## src/rtl/mem_access_stage.sv

```systemverilog
`default_nettype none
// +--------------------------------------------------------------------------+
// | mem_access_stage                                                         |
// | Pipeline MEM stage: data-memory req/ack access, upstream stall, MEM/WB   |
// | register, sticky error on misaligned or timed-out accesses.              |
// | Revision: 1.0                                                            |
// +--------------------------------------------------------------------------+
module mem_access_stage #(
  parameter int MAX_WAIT = 15
) (
  input  logic        clk,
  input  logic        reset,
  input  logic        write_EM,
  input  logic        MemtoReg_EM,
  input  logic        MemRead_EM,
  input  logic        MemWrite_EM,
  input  logic [4:0]  Addr_EM,
  input  logic [31:0] Rt_data_EM,
  input  logic [31:0] ALUResult_EM,
  output logic        dmem_req,
  output logic        dmem_we,
  output logic [31:0] dmem_addr,
  output logic [31:0] dmem_wdata,
  input  logic [31:0] dmem_rdata,
  input  logic        dmem_ack,
  output logic        stall_MEM,
  output logic        write_MW,
  output logic        MemtoReg_MW,
  output logic [4:0]  Addr_MW,
  output logic [31:0] ReadData_MW,
  output logic [31:0] ALUResult_MW,
  output logic        mem_err
);

  localparam logic [0:0] S_IDLE   = 1'b0;
  localparam logic [0:0] S_WAIT   = 1'b1;
  localparam logic [7:0] LAST_CNT = 8'(MAX_WAIT - 1);

  logic [0:0] state;
  logic [0:0] next_state;
  logic [7:0] wait_cnt;

  logic memop;
  logic aligned;
  logic misaligned;
  logic timeout;
  logic complete;

  assign memop      = MemRead_EM | MemWrite_EM;
  assign aligned    = (ALUResult_EM[1:0] == 2'b00);
  assign misaligned = memop & ~aligned;

  assign dmem_we    = MemWrite_EM;
  assign dmem_addr  = ALUResult_EM;
  assign dmem_wdata = Rt_data_EM;

  // State register
  always_ff @(posedge clk or posedge reset) begin
    if (reset) begin
      state <= S_IDLE;
    end else begin
      state <= next_state;
    end
  end

  // Next-state logic
  always_comb begin
    next_state = state;
    case (state)
      S_IDLE: begin
        if (memop && aligned && !dmem_ack) begin
          next_state = S_WAIT;
        end
      end
      S_WAIT: begin
        if (dmem_ack || timeout) begin
          next_state = S_IDLE;
        end
      end
      default: next_state = S_IDLE;
    endcase
  end

  // Output logic; request and stall are masked while reset is held
  always_comb begin
    dmem_req  = 1'b0;
    stall_MEM = 1'b0;
    timeout   = 1'b0;
    complete  = 1'b0;
    case (state)
      S_IDLE: begin
        if (memop && aligned) begin
          dmem_req  = 1'b1;
          stall_MEM = ~dmem_ack;
          complete  = dmem_ack;
        end
      end
      S_WAIT: begin
        dmem_req  = 1'b1;
        timeout   = ~dmem_ack & (wait_cnt == LAST_CNT);
        complete  = dmem_ack;
        stall_MEM = ~dmem_ack & ~timeout;
      end
      default: begin
        dmem_req = 1'b0;
      end
    endcase
    if (reset) begin
      dmem_req  = 1'b0;
      stall_MEM = 1'b0;
    end
  end

  // Wait counter sits at zero in IDLE, so the first WAIT cycle sees 0
  always_ff @(posedge clk or posedge reset) begin
    if (reset) begin
      wait_cnt <= 8'd0;
    end else if (state == S_IDLE) begin
      wait_cnt <= 8'd0;
    end else begin
      wait_cnt <= wait_cnt + 8'd1;
    end
  end

  always_ff @(posedge clk or posedge reset) begin
    if (reset) begin
      mem_err <= 1'b0;
    end else if (misaligned || timeout) begin
      mem_err <= 1'b1;
    end
  end

  // MEM/WB boundary register
  always_ff @(posedge clk or posedge reset) begin
    if (reset) begin
      write_MW     <= 1'b0;
      MemtoReg_MW  <= 1'b0;
      Addr_MW      <= 5'd0;
      ALUResult_MW <= 32'd0;
      ReadData_MW  <= 32'd0;
    end else begin
      if (stall_MEM) begin
        write_MW    <= 1'b0;
        MemtoReg_MW <= 1'b0;
      end else begin
        write_MW     <= write_EM & ~misaligned & ~timeout;
        MemtoReg_MW  <= MemtoReg_EM;
        Addr_MW      <= Addr_EM;
        ALUResult_MW <= ALUResult_EM;
      end
      if (complete && !MemWrite_EM) begin
        ReadData_MW <= dmem_rdata;
      end
    end
  end

endmodule
`default_nettype wire
```

## config.mk

```make
export PLATFORM = sky130hd
export DESIGN_NAME = mem_access_stage
export DESIGN_NICKNAME = d
export VERILOG_FILES = /design/src/rtl/mem_access_stage.sv
export SDC_FILE = /design/constraint.sdc
export NUM_CORES = 1
export LEC_CHECK = 0
export BUFFER_PORTS_ARGS = -buffer_cell sky130_fd_sc_hd__buf_2
export CELL_PAD_IN_SITES_DETAIL_PLACEMENT = 1
export CELL_PAD_IN_SITES_GLOBAL_PLACEMENT = 1
export CORE_MARGIN = 1
export CORE_UTILIZATION = 30
export CTS_CLUSTER_DIAMETER = 40
export CTS_CLUSTER_SIZE = 14
export DETAILED_ROUTE_END_ITERATION = 16
export GPL_ROUTABILITY_DRIVEN = 0
export PLACE_DENSITY_LB_ADDON = 0.1
export SETUP_SLACK_MARGIN = 0.5
export SKIP_LAST_GASP = 1
export SLEW_MARGIN = 20
export SYNTH_ARGS = -nofsm -noshare
export SYNTH_HDL_FRONTEND = slang
export SYNTH_SLANG_ARGS = --single-unit
```

## constraint.sdc

```tcl
create_clock -name clk -period 3.2 [get_ports clk]
set_input_delay 0.32 -clock clk [delete_from_list [all_inputs] [get_ports clk]]
set_output_delay 0.32 -clock clk [all_outputs]
set_load 0.02 [all_outputs]
```

== Yosys cells after proc, flatten, opt, wreduce, memory -nomap -nowiden ==
Cells that the tools add are included.
Operators by class
  $add $sub $neg: 1
  multipliers: 0
  div/mod/pow operators: 0
  order comparisons: 0
  equal/unequal tests: 1
  shift-type cells: 0
  mux-type cells: 15
  bitwise gates (word level): 12
  reductions and logical operators: 8
Operators with widths (count)
  1-bit two-way mux: 10
  8-bit by 1-bit adder with 8-bit output, second input constant: 1
  8-bit by 4-bit == test with 1-bit output, second input constant: 1
  8-bit two-way mux: 1
  1-bit one-hot mux with 2 select lines: 4
  1-bit NOT: 6
  1-bit AND: 5
  1-bit logical AND: 3
  1-bit zero test: 2
  2-bit zero test: 1
  1-bit logical OR: 2
  1-bit OR: 1
Word-level totals
  register bits after elaboration: 81
  latch bits: 0
  RAM bits: 0
  bits in read-only memories: 0
  input bits: 108
  output and inout bits: 139
  word-level logic and storage cells: 45
  memories kept: 0

== Longest topological paths before layout ==
Gate-level depths: netlist of the first run.
  depth in word-level cells: 7
  depth in mapped cells: 8
  depth with buffers taken out: 6

== Worst setup path after synthesis of the first run ==
Ideal clock, no wire load.
  path type: reg-to-output
  start: register wait_cnt[0]
  end: output stall_MEM
  arrival: 1.681 ns
  required time: 2.880 ns
  slack: 1.199 ns
  cell stages (with the launch flop): 9
  buffers on the path: 2
  cell sequence: dfrtp_1 inv_1 ha_1 nor4b_1 nand4_1 or3b_1 buf_4 buf_6 inv_1
Between the ends
  longest elaborated chain between the ends: 6
RTL lines
  start, declared: RTL line 41  | logic [7:0] wait_cnt;
  start signal, assigned: RTL line 121  | wait_cnt <= wait_cnt + 8'd1;
  8-bit by 4-bit == test with 1-bit output: RTL line 100  | timeout = ~dmem_ack & (wait_cnt == LAST_CNT);
  1-bit AND: RTL line 100
  1-bit NOT: RTL line 102  | stall_MEM = ~dmem_ack & ~timeout;
  1-bit AND: RTL line 102
  1-bit one-hot mux with 2 select lines: RTL line 90  | case (state)
  1-bit two-way mux: RTL line 108  | if (reset) begin
  end, declared: RTL line 26  | output logic stall_MEM,
Every way passes these cells.

== Worst setup path in the final report of the first run ==
Same ends and word-level chain as after synthesis.

==> results of run 1 <==
==> cell families (layout without fill, tap and decap cells) <==
logic type / after synthesis / after routing / share of synthesized area
buffers and inverters: 78 / 208 / 0.1517
DFF: 81 / 81 / 0.5535
AOI/OAI and AO/OA: 4 / 4 / 0.007517
and+or+nand+nor: 28 / 28 / 0.04578
xor gates and xnor gates: 6 / 6 / 0.01435
muxes: 69 / 69 / 0.2204
adders and majority gates: 2 / 2 / 0.006832
==> cells in the final DEF, fill, tap and decap left out, types with 2 or more instances in the layout <==
master | Yosys | layout
mux2_4 | 8 | 8
clkbuf_1 | 1 | 3
nand2_1 | 2 | 2
buf_2 | 6 | 182
and2_1 | 7 | 7
buf_4 | 66 | 5
xnor2_1 | 5 | 5
ha_1 | 2 | 2
dfrtp_1 | 81 | 81
clkinv_2 | 0 | 3
mux2_1 | 9 | 9
a21oi_1 | 2 | 2
nand4_1 | 3 | 3
mux2_2 | 52 | 52
clkbuf_16 | 0 | 9
nor2b_1 | 2 | 2
inv_1 | 4 | 3
nor2_1 | 4 | 4
==> repair_timing <==
action                                  CTS  global route
endpoints found under the setup margin    1             0
hold buffers                              1             0
setup buffers                             0             0
endpoints found under the hold margin     4             0
resized for setup                         1             0
==> state kept, by name, summed over array words and instances, names as in the netlist <==
signal	flops
ALUResult_MW	32
Addr_MW	5
MemtoReg_MW	1
ReadData_MW	32
mem_err	1
state	1
wait_cnt	8
write_MW	1
==> through the flow <==
step / power (mW) / cell area [um2] / cells
after floorplan: 1.739 / 3662 / 268
after global placement: 1.919 / 4250 / 524
after detailed placement: 1.934 / 4250 / 524
after CTS: 2.966 / 4553 / 541
after global routing: 3.058 / 4553 / 541
final: 2.896 / 4553 / 541
==> per-layer routing <==
layer  GRT usage  share of wire  vias up
li1            -              -     1077
met3     0.02754          0.063       22
met4     0.07111          0.024        0
met5           0              0        -
met2      0.2356           0.52      115
met1      0.1587           0.40     1135
==> how the worst max path moves through the flow <==
stage	startpoint	endpoint	slack [ps]	cells past startpoint
after floorplan	reset	ALUResult_MW[0]$_DFFE_PP0N_	800	1
final	wait_cnt[0]$_DFF_PP0_	stall_MEM	720	7
after detailed placement	wait_cnt[0]$_DFF_PP0_	ALUResult_MW[20]$_DFFE_PP0N_	620	7
after global placement	wait_cnt[0]$_DFF_PP0_	ALUResult_MW[7]$_DFFE_PP0N_	630	7
after CTS	wait_cnt[0]$_DFF_PP0_	stall_MEM	660	7
after global routing	wait_cnt[0]$_DFF_PP0_	stall_MEM	520	7
==> power groups by stage <==
stage	Combinational (mW)	Sequential [mW]	Clock, mW
after global routing	0.705	1.26	1.09
after CTS	0.673	1.25	1.05
final	0.655	1.24	0.999
after global placement	0.664	1.26	0
after detailed placement	0.671	1.26	0
after floorplan	0.293	1.45	0
==> layout make-up <==
cell class	instances	area (um2)	area share
sequential	81	2027	0.4452
inverter	4	16.27	0.003572
clock inverter	3	40.04	0.008794
clock buffer	13	250.2	0.05496
tap	143	178.9	0.03930
multi-input combinational	109	1082	0.2377
timing repair buffer	188	958.4	0.2105
==> flow_summary.ini, run 1 <==
[run_status]
status = complete, no violations

[worst_setup_path]
crit_family = simple AND/OR/NAND/NOR gates
critical_path_required_ps = 2880
cp_common_cell = inv_1
arrival_ps = 2160
cp-end-kind = primary output
crit_slowest_cell = or3b_4
r2r_setup_slack_ps = 900
timing.critical_path.cells = inv_1, ha_1, nor4b_1, nand4_1, or3b_4, inv_1, buf_2
crit_buf_inv = 3
r2r_start = wait_cnt[0]$_DFF_PP0_
r2r_end = ALUResult_MW[20]$_DFFE_PP0N_
r2r_cells = 7
slowest_delay_ps = 570
critPathKind = register to primary output
crit_fanout = 30
critPathLaunchType = register

[sta]
setup_violations = 0
hold_ws_ps = 199.0
worst_pin_slew_ps = 477.6
finalHoldViolCount = 0
period_share = 0.7749
slew_headroom = 0.6816
fmax_mhz = 403.3
clock_skew_ps = 3.819
setup_slack_ps = 720.2
fin_tns_setup_ps = 0
post-route-min-period_ps = 2480
rsz0062_at_grt = false
drv_slew = 0

[drt]
wl_per_cell_um = 15.21
drtIter0Drc = 55
vias = 2349
finalWirelength_um = 8231
viasPerCell = 4.342
ant_nets = 0
firstDrtPassIters = 4
drc = 0

[min_path]
hold_path_class = input pin to register
timing.hold.worst.start = dmem_ack
holdPathStages = 2
worstHoldEndpoint = state$_DFF_PP0_

[synth]
syn_inst = 268
synth.area.top_cells = dfrtp_1, mux2_2, buf_4, mux2_4, mux2_1
synthArstFlopShare = 1.000
synth_top_flop_cell = dfrtp_1
synth_cell_types = 29
synth_top_area_frac = 0.5535
synth_enable_flop_cells = 0
synth_top_area_cell = dfrtp_1
yosysMostFrequentCell = dfrtp_1
synth-seq-area-share = 0.5535
syn-num-nets = 378
syn_avg_cell_area_um2 = 13.67
ys_warn_count = 0
synth_commonest_cells = dfrtp_1, buf_4, mux2_2
synth-seq-cells = 81
mappedNetlistArea_mm2 = 0.003662

[cts]
cts_htree_levels = 3
worstSkewPairLatency_ps = 330
cts_tree = done
clkTransAtPathRegs_ps = 60
cts-root-buf = clkbuf_16
cts.sinks = 81
clockBufferDepth = 2
cts_buffers = 9

[grt]
grt_start_max_net_pins = 33
antenna_found_initial = 0
grt_pass1_vias = 2408
grt_use_total = 0.1358
grt_remaining_overflow = 0
grt_pass1_wl_um = 13080

[die]
initial_core_util = 0.3140
die_area_mm2 = 0.01265
die-height_um = 112.5
die_w_um = 112.5
rows = 39
core_area_mm2 = 0.01166
pin_count = 247

[power]
p_int_mw = 2.066
power.switching_uw = 829.9
power_frac_seq = 0.429
power_leakage_nw = 2.344
p_per_area_mw_per_mm2 = 636.0
power_frac_clock = 0.345
power_frac_comb = 0.226
switching_share = 0.2866
ir_worst_vdd_mv = 0.2599

[layout]
drive_gt1_frac = 0.6633
syn_to_final_growth_pct = 24.33
n_fill_cell = 1294
diodes = 0
postLayoutCoreUtil = 0.3904
fin_nets = 503

[placement]
post-place-ws_ps = 617.4
port_buffers = 182
hpwlAfterDp_um = 6335

[job]
drv_cap = 0
No activity file was read; power rests on OpenSTA's default activity.
==> run 2: changes to the inputs <==
Clock period 3.2 ns to 2.45 ns, I/O delays scaled along.
==> run 2 against run 1 <==
Net effect: cell area is 5.2% higher; count of clock-buffer cells in the layout stayed put; sequential power is 31% higher; critical path type is now register to register; largest cell class unchanged; highest routed layer unchanged.
==> flow_summary.ini, run 2 (synthesis gave the netlist of run 1 again) <==
[placement]
hpwlAfterDp_um = 6091
placedInstanceArea_mm2 = 0.004273
dp.cells = 525
port_buffers = 182

[worst_setup_path]
slowest_delay_ps = 420
arrival_ps = 2290
crit_slowest_cell = or3b_4
critPathLaunchType = register
cp-end-kind = register
critPathKind = register to register
critical_path_required_ps = 2660
crit_fanout = 10
timing.critical_path.cells = inv_1, ha_2, nor4b_4, nand4_1, or3b_4, buf_4, bufbuf_16, mux2_1

[sta]
worst_pin_slew_ps = 932.2
slew_headroom = 0.3773
fin_tns_setup_ps = 0
finalHoldViolCount = 0
period_share = 0.8486
rsz0062_at_grt = true
post-route-min-period_ps = 2079
clock_skew_ps = 5.764
setup_violations = 0
fmax_mhz = 481.0
hold_ws_ps = 130.4
drv_slew = 0

[drt]
finalWirelength_um = 8686
firstDrtPassIters = 4
ant_nets = 0
wl_per_cell_um = 15.71
viasPerCell = 4.354
vias = 2408
drtIter0Drc = 61
drc = 0

[run_status]
status = complete, no violations

[layout]
layout_common_cells = buf_2, dfrtp_1, mux2_2
fin_area_mm2 = 0.004791
diodes = 0
syn_to_final_growth_pct = 30.82
top_regs = ALUResult_MW: 32 flops, ReadData_MW: 32 flops, wait_cnt: 8 flops
fin_nets = 516
n_fill_cell = 1306
finalNonFillerCells = 553
multi_input_area_mm2 = 0.001107
mostFrequentLayoutCell = buf_2
regArea_mm2 = 0.002027
drive_gt1_frac = 0.6902

[power]
power.total_mw = 3.788
power_leakage_nw = 2.464
p_per_area_mw_per_mm2 = 790.6
ir_worst_vdd_mv = 0.3278

[min_path]
hold_path_class = input pin to asynchronous set/reset pin

[cts]
cts_hold_buf = 0
cts_tree = done
cts_htree_levels = 3
clkTransAtPathRegs_ps = 60
clockBufferDepth = 2
cts_buffers = 9
cts-root-buf = clkbuf_16
worstSkewPairLatency_ps = 330
cts.sinks = 81

[grt]
grt_use_total = 0.1447
grt_pass1_vias = 2649
antenna_found_initial = 0
grt_start_max_net_pins = 43
grt_remaining_overflow = 0
grt_pass1_wl_um = 13880

[die]
pin_count = 247
die_w_um = 112.5
initial_core_util = 0.3140
die-height_um = 112.5
die_area_mm2 = 0.01265
core_area_mm2 = 0.01166
rows = 39

[job]
drv_cap = 0
[run 2: path summary, 6_finish.rpt]
kind / cells past startpoint / start / end / slack [ps]
max in group asynchronous: 3 / reset / ReadData_MW[12]$_DFFE_PP0P_ / 1640
hold reg to reg: 1 / ReadData_MW[11]$_DFFE_PP0P_ / ReadData_MW[11]$_DFFE_PP0P_ / 490
min in group clk: 2 / dmem_rdata[27] / ReadData_MW[27]$_DFFE_PP0P_ / 130
hold / removal: 2 / reset / mem_err$_DFFE_PP0P_ / 130
setup reg to reg: 8 / wait_cnt[0]$_DFF_PP0_ / Addr_MW[2]$_DFFE_PP0N_ / 370
setup / recovery: 8 / wait_cnt[0]$_DFF_PP0_ / Addr_MW[2]$_DFFE_PP0N_ / 370
[run 2: timing repair]
| item | in CTS | in global routing |
|---|---|---|
| resized for setup | 8 | 9 |
| pin swaps | 2 | 2 |
| endpoints found under the setup margin | 38 | 39 |
| buffers inserted | 6 | 3 |
| gates cloned | 3 | 1 |
[run 2: worst max-delay path, delay by kind of cell, from the launching register on]
kind / cells / cell delay [ps]
buf+inv: 3 / 480
mux: 1 / 300
fa+ha+maj: 1 / 170
simple gates: 3 / 660
flops: 1 / 340
[run 2: layout make-up]
| class | count | area share |
|---|---|---|
| Sequential cell | 81 | 0.4231 |
| Tap cell | 143 | 0.03735 |
| Timing Repair Buffer | 201 | 0.2444 |
| Clock inverter | 2 | 0.002612 |
| Multi-Input combinational cell | 109 | 0.2311 |
| Inverter | 4 | 0.004962 |
| Clock buffer | 13 | 0.05641 |
[run 2: report_power, final]
group	internal, mW	switching, mW
Sequential	1.53	0.0859
Combinational	0.380	0.518
Clock	0.763	0.509
[run 2: stage by stage]
step / utilization / worst slack (ps)
after global routing: 0.4108 / 298.7
final: 0.4108 / 371.0
after floorplan: - / 505.8
after CTS: 0.4041 / 343.6
after detailed placement: 0.3664 / 343.5
after global placement: 0.3664 / 409.4
[run 2: layer usage]
| layer | up-vias | routed length [um] | global-route usage | part of all wire |
|---|---|---|---|---|
| li1 | 1108 | - | - | - |
| met1 | 1172 | 3610 | 0.1711 | 0.42 |
| met2 | 118 | 4472 | 0.2484 | 0.51 |
| met3 | 10 | 510 | 0.04698 | 0.059 |
| met4 | 0 | 93 | 0.04711 | 0.011 |
| met5 | - | 0 | 0 | 0 |
==> run 3: changes to the inputs <==
Settings changed: CORE_UTILIZATION 30 to 28.
Clock period 2.45 ns to 1.8 ns, I/O delays scaled along.
==> run 3 against run 2 <==
Net effect: the flow now finishes with violations (negative setup slack); worst setup slack got worse by 550 ps; non-clock buffer count grew 9; power is 41% higher; sequential cell count did not move; wire length grew 3.2%; count of clock-buffer cells in the layout rose by 1; die area increased by 7.0%; combinational power grew 40%.
==> flow_summary.ini, run 3 (synthesis gave the netlist of run 1 again) <==
[run_status]
status = finished with violations
failed_checks = negative setup slack

[layout]
top_regs = ALUResult_MW: 32 flops, ReadData_MW: 32 flops, wait_cnt: 8 flops
layout_common_cells = buf_2, dfrtp_1, mux2_2
mostFrequentLayoutCell = buf_2
diodes = 0
drive_gt1_frac = 0.7119
finalNonFillerCells = 592
fin_nets = 525
syn_to_final_growth_pct = 36.76

[power]
power_leakage_nw = 2.561
power_frac_seq = 0.412
power.switching_mw = 1.514
ir_worst_vdd_mv = 0.3330
p_int_mw = 3.827
power_frac_comb = 0.237
p_per_area_mw_per_mm2 = 1066
switching_share = 0.2835
power_frac_clock = 0.352

[die]
rows = 41
pin_count = 247
initial_core_util = 0.2890
die_w_um = 116.4
die-height_um = 116.4
core_area_mm2 = 0.01267
die_area_mm2 = 0.01354

[worst_setup_path]
crit_family = simple AND/OR/NAND/NOR gates
crit_fanout = 2
timing.critical_path.cells = ha_2, nor4b_4, nand4_1, or3b_4, buf_12, inv_4, buf_6
slowest_delay_ps = 410
r2r_setup_slack_ps = -150
critPathKind = register to primary output
crit_buf_inv = 3
critical_path_required_ps = 1620
crit_slowest_cell = or3b_4
arrival_ps = 1800
cp-end-kind = primary output
critPathLaunchType = register

[cts]
worstSkewPairLatency_ps = 330
cts_buffers = 9
clockBufferDepth = 2
cts-root-buf = clkbuf_16
clkTransAtPathRegs_ps = 60
cts.sinks = 81
cts_tree = done
cts_htree_levels = 3

[min_path]
hold_path_class = input pin to register

[job]
drv_cap = 0

[sta]
setup_slack_ps = -180.0
period_share = 1.100
finalHoldViolCount = 0
rsz0062_at_grt = true
worst_pin_slew_ps = 468.8
drv_slew = 0
clock_skew_ps = 6.518
slew_headroom = 0.6874
post-route-min-period_ps = 1980
setup_violations = 40
fmax_mhz = 505.1

[drt]
ant_nets = 0
finalWirelength_um = 8965
firstDrtPassIters = 4
wl_per_cell_um = 15.14
drc = 0
viasPerCell = 4.181
drtIter0Drc = 54
vias = 2475

[placement]
port_buffers = 182
dp.cells = 561
post-place-ws_ps = -66.00
hpwlAfterDp_um = 6254

[grt]
grt_remaining_overflow = 0
grt_use_total = 0.1349
grt_pass1_vias = 2569
antenna_found_initial = 0
grt_start_max_net_pins = 48
grt_pass1_wl_um = 13610
-- run 3: changes by cell type in the layout (fill, tap and decap cells not counted), moves of 2 or more --
cell    previous run  this run
buf_6              2         9
mux2_4            10        14
buf_12             2         5
buf_4             12        10
mux2_1             8         3
-- run 3: per-layer routing --
| metal | share of wire | track usage |
|---|---|---|
| met5 | 0 | 0 |
| met4 | 0.018 | 0.06752 |
| met3 | 0.083 | 0.03996 |
| met2 | 0.48 | 0.2118 |
| met1 | 0.42 | 0.1686 |
-- run 3: final cells by class --
type                       count  area, um2
clock buffer                  14      274.0
inverter                       4      21.27
fill                        1416       7662
clock inverter                 2      35.03
tap                          172      215.2
sequential                    81       2027
multi-input combinational    109       1136
timing repair buffer         210       1300
-- run 3: per-stage QoR --
stage	setup TNS (ps)	hold slack [ps]	util	instance area, um2	power (mW)
finish	-4904	62.39	0.3953	5009	5.341
global route	-10940	53.86	0.3953	5009	5.625
CTS	-6102	47.13	0.3917	4964	5.431
detailed placement	-1586	295.6	0.3504	4441	3.474
global placement	-310.5	292.4	0.3504	4441	3.459
floorplan	-862.0	252.3	-	3755	3.135
-- run 3: what timing repair did --
action,in CTS,in global routing
buffers inserted,10,0
endpoints found under the setup margin,74,75
pin swaps,3,2
hold buffers,1,0
cloned,3,1
endpoints found under the hold margin,47,0
resized for setup,14,4
-- run 3: power groups by stage --
| stage | Clock, mW | Sequential (mW) | Combinational (mW) |
|---|---|---|---|
| after floorplan | 0 | 2.57 | 0.562 |
| after global placement | 0 | 2.23 | 1.23 |
| after detailed placement | 0 | 2.23 | 1.24 |
| after CTS | 1.95 | 2.20 | 1.28 |
| after global routing | 2.03 | 2.23 | 1.37 |
| final | 1.88 | 2.20 | 1.26 |
-- run 3: worst paths after layout --
check,startpoint,cells past startpoint,end
worst max-delay path,wait_cnt[1]$_DFF_PP0_,7,stall_MEM
worst min-delay path,MemtoReg_EM,2,MemtoReg_MW$_DFF_PP0_
worst max register to register,wait_cnt[1]$_DFF_PP0_,7,Addr_MW[3]$_DFFE_PP0N_
worst min register to register,mem_err$_DFFE_PP0P_,1,mem_err$_DFFE_PP0P_
max in group asynchronous,reset,4,ALUResult_MW[13]$_DFFE_PP0N_
min in group asynchronous,reset,4,ALUResult_MW[2]$_DFFE_PP0N_
